<file path="src/rtl/rh_bf_uart_loader.sv">
// UART program loader for TinyBF: assembles RX bytes into program words and writes them sequentially.
// Optional even-parity frames (8E1) when RH_BF_LOADER_PARITY_EN is defined; otherwise 8N1.
module rh_bf_uart_loader #(
    parameter int BIT_CYCLES = 208,
    parameter int ADDR_W     = 5,
    parameter int DATA_W     = 8
) (
    input  logic              clk,
    input  logic              rst_n,
    input  logic              prog_en,
    input  logic              uart_rx,
    output logic              mem_we,
    output logic [ADDR_W-1:0] mem_addr,
    output logic [DATA_W-1:0] mem_wdata,
    output logic              busy,
    output logic [ADDR_W:0]   word_count,
    output logic              overflow,
    output logic              frame_err
);

    localparam int NBYTES = DATA_W / 8;
    localparam int HALF   = BIT_CYCLES / 2;
    localparam int CNT_W  = $clog2(BIT_CYCLES);
    localparam int IDX_W  = (NBYTES > 1) ? $clog2(NBYTES) : 1;

    typedef enum logic [2:0] {
        S_IDLE,
        S_START,
        S_DATA,
`ifdef RH_BF_LOADER_PARITY_EN
        S_PARITY,
`endif
        S_STOP
    } state_t;

    state_t             state, state_next;
    logic               rx_meta, rx_sync, rx_last;
    logic               prog_q;
    logic [CNT_W-1:0]   cnt;
    logic [2:0]         bit_idx;
    logic [7:0]         shift;
    logic [IDX_W-1:0]   byte_idx;
    logic [DATA_W-1:0]  word_buf, word_next;
    logic               bit_done, rx_fall, prog_rise;
    logic               byte_ok, byte_bad, par_ok;

`ifdef RH_BF_LOADER_PARITY_EN
    logic par_err;
    assign par_ok = ~par_err;
`else
    assign par_ok = 1'b1;
`endif

    assign rx_fall   = rx_last & ~rx_sync;
    assign prog_rise = prog_en & ~prog_q;
    assign bit_done  = (state == S_START) ? (cnt == CNT_W'(HALF - 1))
                                          : (cnt == CNT_W'(BIT_CYCLES - 1));
    assign busy      = (state != S_IDLE) | mem_we;

    // Flops reset to 1 so a held-idle line never looks like a start edge after reset.
    always_ff @(posedge clk or negedge rst_n) begin
        if (!rst_n) begin
            rx_meta <= 1'b1;
            rx_sync <= 1'b1;
            rx_last <= 1'b1;
            prog_q  <= 1'b0;
        end else begin
            // NOTE: non-blocking so every flop samples its pre-edge input; blocking here would collapse the chain.
            rx_meta <= uart_rx;
            rx_sync <= rx_meta;
            rx_last <= rx_sync;
            prog_q  <= prog_en;
        end
    end

    always_ff @(posedge clk or negedge rst_n) begin
        if (!rst_n) state <= S_IDLE;
        else        state <= state_next;
    end

    always_comb begin
        // NOTE: every output of this block gets a default first, so no path can infer a latch.
        state_next = state;
        byte_ok    = 1'b0;
        byte_bad   = 1'b0;
        case (state)
            S_IDLE:  if (prog_en && rx_fall) state_next = S_START;
            S_START: if (bit_done) state_next = rx_sync ? S_IDLE : S_DATA;
            S_DATA: begin
                if (bit_done && bit_idx == 3'd7) begin
`ifdef RH_BF_LOADER_PARITY_EN
                    state_next = S_PARITY;
`else
                    state_next = S_STOP;
`endif
                end
            end
`ifdef RH_BF_LOADER_PARITY_EN
            S_PARITY: if (bit_done) state_next = S_STOP;
`endif
            S_STOP: begin
                if (bit_done) begin
                    state_next = S_IDLE;
                    byte_ok    = rx_sync & par_ok;
                    byte_bad   = ~(rx_sync & par_ok);
                end
            end
            default: state_next = S_IDLE;
        endcase
        // Leaving programming mode aborts any frame in flight, including a pending write.
        if (!prog_en) begin
            state_next = S_IDLE;
            byte_ok    = 1'b0;
            byte_bad   = 1'b0;
        end
    end

    always_comb begin
        word_next = word_buf;
        word_next[{byte_idx, 3'b000} +: 8] = shift;
    end

    always_ff @(posedge clk or negedge rst_n) begin
        if (!rst_n) begin
            cnt        <= '0;
            bit_idx    <= '0;
            shift      <= '0;
            byte_idx   <= '0;
            word_buf   <= '0;
            mem_we     <= 1'b0;
            mem_addr   <= '0;
            mem_wdata  <= '0;
            word_count <= '0;
            overflow   <= 1'b0;
            frame_err  <= 1'b0;
`ifdef RH_BF_LOADER_PARITY_EN
            par_err    <= 1'b0;
`endif
        end else begin
            mem_we <= 1'b0;

            if (state == S_IDLE || state_next != state || bit_done) cnt <= '0;
            else                                                   cnt <= cnt + CNT_W'(1);

            if (state == S_START) bit_idx <= '0;
            if (state == S_DATA && bit_done) begin
                shift   <= {rx_sync, shift[7:1]};
                bit_idx <= bit_idx + 3'd1;
            end
`ifdef RH_BF_LOADER_PARITY_EN
            if (state == S_PARITY && bit_done) par_err <= rx_sync ^ (^shift);
`endif

            if (byte_ok) begin
                word_buf <= word_next;
                if (byte_idx == IDX_W'(NBYTES - 1)) begin
                    byte_idx <= '0;
                    if (!word_count[ADDR_W]) begin
                        mem_we     <= 1'b1;
                        mem_addr   <= word_count[ADDR_W-1:0];
                        mem_wdata  <= word_next;
                        word_count <= word_count + (ADDR_W+1)'(1);
                    end else begin
                        overflow <= 1'b1;
                    end
                end else begin
                    byte_idx <= byte_idx + IDX_W'(1);
                end
            end
            if (byte_bad) frame_err <= 1'b1;

            if (!prog_en) byte_idx <= '0;
            if (prog_rise) begin
                word_count <= '0;
                overflow   <= 1'b0;
                frame_err  <= 1'b0;
                byte_idx   <= '0;
            end
        end
    end

endmodule

</file>
<file path="config.mk">
export PLATFORM = sky130hd
export DESIGN_NAME = rh_bf_uart_loader
export DESIGN_NICKNAME = d
export VERILOG_FILES = /design/src/rtl/rh_bf_uart_loader.sv
export SDC_FILE = /design/constraint.sdc
export NUM_CORES = 1
export LEC_CHECK = 0
export ABC_AREA = 1
export CAP_MARGIN = 40
export CORE_MARGIN = 4
export CORE_UTILIZATION = 45
export CTS_BUF_LIST = sky130_fd_sc_hd__clkbuf_4 sky130_fd_sc_hd__clkbuf_8
export DETAILED_ROUTE_END_ITERATION = 10
export PLACE_DENSITY = 0.67
export SYNTH_ARGS = -nofsm -noshare
export SYNTH_HDL_FRONTEND = slang
export SYNTH_SLANG_ARGS = --single-unit
export TNS_END_PERCENT = 50
</file>
<file path="constraint.sdc">
create_clock -name clk -period 3.5 [get_ports clk]
set_input_delay 0.7 -clock clk [delete_from_list [all_inputs] [get_ports clk]]
set_output_delay 0.7 -clock clk [all_outputs]
set_load 0.01 [all_outputs]
</file>
* After elaboration in Yosys (flattened, before gate mapping)
Cells that the tools add are included.
** Cells by class
- Add/sub/neg operators :: 5
- Eq/ne operators :: 10
- Shift operators :: 2
- Muxes and demuxes :: 35
- Bitwise operators :: 7
- Reduce and logical (&&, ||, !) cells :: 15
** Operators by type and width (count)
- 6-bit 2-to-1 mux :: 4
- 3-bit 2-to-1 mux :: 7
- 1-bit 2-to-1 mux :: 20
- 3-bit one-hot mux with 4 select lines :: 1
- 3-bit AND reduction :: 3
- 8-bit by 1-bit adder with 8-bit output, second input constant :: 1
- 8-bit bitwise mux :: 1
- 8-bit by 7-bit == test with 1-bit output, second input constant :: 1
- 8-bit == test, second input constant :: 1
- 8-bit 2-to-1 mux :: 1
- 2-bit nonzero test :: 4
- 8-bit by 6-bit variable shift with 8-bit output, first input constant :: 1
- 8-bit by 6-bit variable part select with 8-bit output :: 1
- 6-bit by 1-bit adder with 6-bit output, second input constant :: 1
- 3-bit by 2-bit == test with 1-bit output, second input constant :: 2
- 4-bit negation with 6-bit output :: 1
- 2-bit by 1-bit inequality test with 1-bit output, second input constant :: 2
- 1-bit NOT :: 4
- 3-bit by 1-bit adder with 3-bit output, second input constant :: 1
- 3-bit by 1-bit == test with 1-bit output, second input constant :: 1
- 3-bit == test, second input constant :: 1
- 1-bit logical AND :: 3
- 3-bit logical NOT :: 1
- 3-bit by 1-bit inequality test with 1-bit output, second input constant :: 1
- other kinds (8) :: 10
** Word-level totals
- Bits in registers :: 57
- Bits of input ports :: 4
- Output and inout port bits :: 23

* Depth between registers and ports, before layout
Gate-level depths: netlist of run 1.
- Word-level depth :: 10
- Mapped depth :: 13
- Mapped depth without buffers :: 13

* Worst setup path after synthesis of run 1
OpenSTA, ideal clock, no wires.
- Path kind :: register to register
- Start point :: register cnt[0]
- End point :: register mem_addr[3]
- Setup time :: 0.120 ns
- Arrival :: 1.606 ns
- Data required time :: 3.380 ns
- Path slack :: 1.774 ns
- Cell stages (with the launch flop) :: 12
- Buffers on the path :: 1
- Clock period less this slack :: 1.726 ns
- Cells stage by stage :: dfrtp_1 -> ha_1 -> nand2_1 -> nor3_4 -> nand3_4 -> nor3_4 -> nand2_4 -> inv_4 -> buf_6 -> nand2_1 -> o21ai_0 -> inv_1
** Between the ends
- Longest elaborated chain between the ends :: 6
- Elaborated cells between the ends (all ways) :: 7
- Classes of those cells :: eq/ne (2); mux (4); reduce/logical (1)
** RTL lines
- from (decl) :: RTL line 39 : logic [CNT_W-1:0] cnt;
- from (signal assigned) :: RTL line 143 : else cnt <= cnt + CNT_W'(1);
- 8-bit == test or 8-bit by 7-bit == test with 1-bit output (tied branches) :: RTL line 57, 56
- 1-bit 2-to-1 mux (*) :: RTL line 56 : assign bit_done = (state == S_START) ? (cnt == CNT_W'(HALF - 1))
- 1-bit 2-to-1 mux (*) :: RTL line 102 : if (bit_done) begin
- 1-bit 2-to-1 mux (*) :: RTL line 86 : case (state)
- 1-bit 2-to-1 mux (*) :: RTL line 111 : if (!prog_en) begin
- 3-bit AND reduction (no source line) (*)
- to (signal assigned) :: RTL line 160 : mem_addr <= word_count[ADDR_W-1:0];
- to (decl) :: RTL line 13 : output logic [ADDR_W-1:0] mem_addr,
Mark *: on every way between the ends. The rest lies on a longest branch, timed or not.
A chain may end at the register's enable or synchronous reset.

* Worst setup path in the final report of run 1
- Start point :: register state[1]
- End point :: output port busy
** Between the ends
- Longest elaborated chain between the ends :: 2
** RTL lines
- from (decl) :: RTL line 36 : state_t state, state_next;
- from (signal assigned) :: RTL line 78 : else state <= state_next;
- 3-bit nonzero test :: RTL line 58 : assign busy = (state != S_IDLE) | mem_we;
- 1-bit bitwise OR :: RTL line 58
- to (decl) :: RTL line 15 : output logic busy,
Every way passes these cells.

==> results of run 1 <==
==> registers in the layout, indices dropped and copies added (netlist names) <==
| name | cells |
|---|---|
| word_count | 6 |
| prog_q | 1 |
| mem_addr | 5 |
| state | 3 |
| mem_we | 1 |
| frame_err | 1 |
| bit_idx | 3 |
| rx_sync | 1 |
| rx_last | 1 |
| overflow | 1 |
| rx_meta | 1 |
| mem_wdata | 8 |
| shift | 8 |
| cnt | 8 |
==> layer usage <==
layer / vias to the layer above / share of wire / track usage
met5: - / 0 / 0
li1: 799 / - / -
met3: 6 / 0.030 / 0.0394
met4: 0 / 0.015 / 0.0534
met2: 22 / 0.47 / 0.250
met1: 748 / 0.48 / 0.195
==> worst max-delay path, delay by kind of cell, from the launching register on <==
family	cells	cell delay, ps
AND/OR/NAND/NOR	3	560
buffers and inverters	1	480
flip-flops	1	430
==> cells by family after synthesis <==
family,count (synthesis),share of synthesized area
adder cells (fa/ha/maj),4,0.0231
AO/OA/AOI/OAI,31,0.0768
flip-flops,48,0.556
other,1,0.00173
AND/OR/NAND/NOR,96,0.221
XOR/XNOR,8,0.0323
buffers and inverters,46,0.0895
==> final cells by class <==
class / instances / area [µm²]
multi-input combinational: 140 / 768
sequential: 48 / 1200
clock buffer: 8 / 104
tap: 52 / 65.1
timing repair buffer: 28 / 283
fill: 413 / 1920
inverter: 43 / 164
==> power groups by stage <==
stage	combinational (mW)	sequential, mW	clock, mW
after floorplan	0.0111	0.573	0
after global placement	0.0298	0.574	0
after detailed placement	0.0329	0.574	0
after CTS	0.0329	0.564	0.381
after global routing	0.0366	0.564	0.403
final	0.0314	0.563	0.366
==> synth_stat cells <==
cell      number  area share
a21oi_1        4      0.0092
a22o_1         2      0.0081
a31oi_1        1      0.0029
buf_4          1      0.0035
buf_6          2       0.010
conb_1         1      0.0017
dfrtp_1       45        0.52
dfstp_2        3       0.036
ha_1           4       0.023
inv_1         42       0.073
inv_4          1      0.0029
nand2_1       41       0.071
nand2_2        2      0.0058
nand2_4        1      0.0052
nand3_1       13       0.030
nand3_4        1      0.0081
nand3b_1       2      0.0069
nand4_1        3      0.0087
nor2_1        22       0.038
nor2_2         1      0.0029
nor3_1         2      0.0046
nor3_4         2       0.015
nor4_4         1      0.0098
o21ai_0       23       0.053
o31ai_1        1      0.0035
or2_0          4       0.012
or2_2          1      0.0029
xnor2_1        1      0.0040
xor2_1         7       0.028
==> worst min path at each step <==
stage                       start  slack [ps]           end
after floorplan           rx_meta         350       rx_sync
after global placement    rx_meta         350       rx_sync
final                       rst_n         290  mem_wdata[5]
after global routing        rst_n         280  mem_wdata[5]
after detailed placement  rx_meta         350       rx_sync
after CTS                   rst_n         280  mem_wdata[5]
==> through the flow <==
stage               hold slack [ps]   util  setup WS, ps
floorplan                       345      -          1770
global placement                347  0.547          1150
detailed placement              353  0.552          1110
CTS                             282  0.575          1020
global route                    285  0.575           976
finish                          287  0.575          1050
==> results.txt, run 1 <==
max-cap violation count: 0
GPL Wtd Cong: 0.812
Crit Path Category: flop to output port
Worst-Skew Late Latency: 290 ps
reg-to-reg critical path endpoint: word_count[0]
vias per cell: 4.94
outcome: finished clean
Max stage delay on crit path: 480 ps
worst ir drop on vdd: 0.000219 V
Die H: 77.4 µm
layout cells sized above 1: 0.0899
Distinct cells, synth: 29
Post-DP Area: 2480 µm²
Die Width: 77.4 µm
TritonCTS clock tree: built
first-pass GRT wire length: 7310 µm
crit path time final: 2450 ps
Core Area: 4500 µm²
Clock Skew: 6.33 ps
worst reg-to-reg path cell count: 10
endpoints failing setup: 0
RSZ-0062 raised after global routing: false
period utilization: 0.701
Net Count, Synth: 242
Seq cells post-synth: 48
pwr dens: 371 nW/µm²
routed vias: 1575
Setup Buffers After CTS: 0
clock share of power: 0.381
Area Overhead vs Synth: 19.5%
Final Max Slew Viols: 0
most common cell after layout, fill and taps aside: dfrtp_1
Yosys warning count: 0
Initial DRT Pass Iterations: 4
CTS buffer count: 5
Post-DP HPWL: 2850 µm
CP cell instances: nor2_2 > nand2_1 > or2_2 > clkdlybuf4s50_1
largest net degree at the start of global routing: 37
CP Capture Type: output port
synthesized area: 2170 µm²
Sw Ratio: 0.211
grt ovf: 0
Root Driver: clkbuf_8
PostCTS Resize Cnt: 0
Leakage Power: 1.29 nW
Inserted Diodes: 0
FF-to-FF Start: cnt[0]
Crit. Startpoint: state[1]
Tot Pwr: 0.960 mW
Port Buffers: 26
worst min-delay path category: input pin to asynchronous set/reset pin
Finished Layout Cells: 319
WL/cell: 12.5 µm
H-tree depth: 2
Worst setup SP type: flop
sequential fraction of the synthesis area: 0.556
Worst EP arrival: 1750 ps
gr usage total: 0.152
Cells after DPL: 311
Die ar.: 5990 µm²
Post-Route WL: 4000 µm
CP endpoint: busy
FF-to-FF setup slack: 1570 ps
Syn Area/Cell: 9.26 µm²
initial antenna violation count: 0
First DRT Iteration DRCs: 42
clock transition at the registers of the reported paths: 80 ps
Seq pwr share: 0.587
final setup TNS: 0 ps
vias in the first global route: 1674
number of I/O pins: 27
Internal: 0.758 mW
Layout Nets: 274
Antenna Nets Post-Route: 0
Worst EP required: 2800 ps
post-route DRC violation count: 0
slowest stage cell, crit path: clkdlybuf4s50_1
row count: 24
combinational power share: 0.033
commonest non-fill, non-tap cells in the layout: 45 x dfrtp_1, 42 x inv_1, 41 x nand2_1
post-synthesis cell count: 234
CTS max path bufs: 2
critical path fanouts, max: 4
sw power: 0.203 mW
cts hold-fix bufs: 0
starting density of the core: 0.481
Max Fclk: 407 MHz
fin area: 2590 µm²
CTS sink cnt: 48
Hold Violations, Final: 0
Power figures use the tool's default switching activity.
==> run 2, diff against run 1 <==
==> constraint.sdc (replaced) <==
create_clock -name clk -period 2.6 [get_ports clk]
set_input_delay 0.52 -clock clk [delete_from_list [all_inputs] [get_ports clk]]
set_output_delay 0.52 -clock clk [all_outputs]
set_load 0.01 [all_outputs]
==> run 2 against run 1 <==
- flip-flop and latch count is the same
- non-clock buffer count grew 2
- sequential share of layout area shrank 0.18 points
- cell count grew 0.63%
- routed wire length shrank 3.3%
- clock-buffer cell count shrank 2
- critical path depth is the same
- critical endpoint unchanged
==> results.txt, run 2 (same netlist as run 1, synthesis figures left out) <==
Seq pwr share: 0.568
Leakage Power: 1.30 nW
GPL Wtd Cong: 0.799
Port Buffers: 26
grt ovf: 0
First DRT Iteration DRCs: 82
Initial DRT Pass Iterations: 6
CTS buffer count: 5
Internal: 1.06 mW
number of I/O pins: 27
Die ar.: 5990 µm²
outcome: finished clean
commonest non-fill, non-tap cells in the layout: 45 x dfrtp_1, 42 x inv_1, 41 x nand2_1
routed vias: 1523
Clock Skew: 8.43 ps
largest net degree at the start of global routing: 30
CTS max path bufs: 2
post-route DRC violation count: 0
Core Area: 4500 µm²
layout cells sized above 1: 0.0967
Post-DP HPWL: 2810 µm
first-pass GRT wire length: 6980 µm
WL/cell: 12.0 µm
endpoints failing setup: 0
clock transition at the registers of the reported paths: 90 ps
CP Capture Type: output port
Area Overhead vs Synth: 19.9%
starting density of the core: 0.481
clock share of power: 0.400
crit path time final: 2250 ps
Final Core Density: 0.577
Max Fclk: 444 MHz
Post-DP Area: 2490 µm²
Worst-Skew Late Latency: 300 ps
final setup TNS: 0 ps
Layout Nets: 276
fin area: 2600 µm²
Die H: 77.4 µm
Post-Route WL: 3870 µm
cts hold-fix bufs: 0
vias in the first global route: 1491
Hold Violations, Final: 0
Crit Path Category: flop to output port
Setup Buffers After CTS: 0
Inserted Diodes: 0
Max-slew headroom: 0.566
Root Driver: clkbuf_8
worst-margin pin slew: 651 ps
vias per cell: 4.74
Worst setup SP type: flop
combinational power share: 0.032
worst ir drop on vdd: 0.000313 V
TritonCTS clock tree: built
Die Width: 77.4 µm
CTS sink cnt: 48
most common cell after layout, fill and taps aside: dfrtp_1
max-cap violation count: 0
Worst EP required: 2080 ps
gr usage total: 0.145
H-tree depth: 2
Worst EP arrival: 1730 ps
row count: 24
RSZ-0062 raised after global routing: false
period utilization: 0.866
sw power: 0.272 mW
PostCTS Resize Cnt: 0
Largest regs: cnt (8), mem_wdata (8), shift (8)
worst min-delay path category: input pin to asynchronous set/reset pin
Antenna Nets Post-Route: 0
pwr dens: 514 nW/µm²
Sw Ratio: 0.204
critical path fanouts, max: 4
initial antenna violation count: 0
Final Max Slew Viols: 0
-- run 2: changes by cell type in the layout (fill, tap and decap cells not counted) --
cell       delta
clkinv_2      +1
bufinv_16     +1
buf_4         +3
buf_12        -1
clkbuf_8      -2
-- run 2: final cells by class --
class	count	area (µm²)
timing repair buffer	30	285
clock inverter	2	35.0
clock buffer	6	76.3
tap	52	65.1
sequential	48	1200
multi-input combinational	140	768
fill	401	1910
inverter	43	164
-- run 2: per-layer routing --
layer	wire length, µm	track usage	share of wire	vias to the layer above
met5	0	0	0	-
met1	1860	0.202	0.48	692
li1	-	-	-	794
met4	68	0.0534	0.018	0
met2	1760	0.220	0.46	30
met3	177	0.0370	0.046	7
-- run 2: worst max-delay path: stages (launching register included) --
cell and delay [ps]:
dfrtp_1 430, nor2_2 160, nand2_1 100, or2_2 270
clkdlybuf4s50_1 480
-- run 2: worst paths after layout --
kind / cells after the start / endpoint / slack (ps) / from
min reg2reg: 0 / rx_sync / 360 / rx_meta
max in group asynchronous: 2 / mem_wdata[3] / 1740 / rst_n
min in group clk: 0 / rx_sync / 360 / rx_meta
min: 1 / word_count[1] / 250 / rst_n
max: 4 / busy / 350 / state[1]
max reg2reg: 10 / mem_addr[4] / 670 / cnt[0]
-- run 2: stage by stage --
step | hold WS [ps] | cells | power, mW | setup WS, ps
after floorplan | 224 | 234 | 0.786 | 874
after global placement | 347 | 313 | 0.817 | 450
after detailed placement | 349 | 313 | 0.817 | 391
after CTS | 262 | 321 | 1.36 | 328
after global routing | 288 | 321 | 1.40 | 279
final | 249 | 321 | 1.33 | 349
-- run 2: power groups by stage --
stage / Clock (mW) / Combinational [mW] / Sequential (mW)
5_1_grt: 0.588 / 0.0494 / 0.759
2_1_floorplan: 0 / 0.0149 / 0.772
3_5_place_dp: 0 / 0.0441 / 0.773
6_report: 0.534 / 0.0423 / 0.758
3_3_place_gp: 0 / 0.0441 / 0.773
4_1_cts: 0.558 / 0.0444 / 0.758
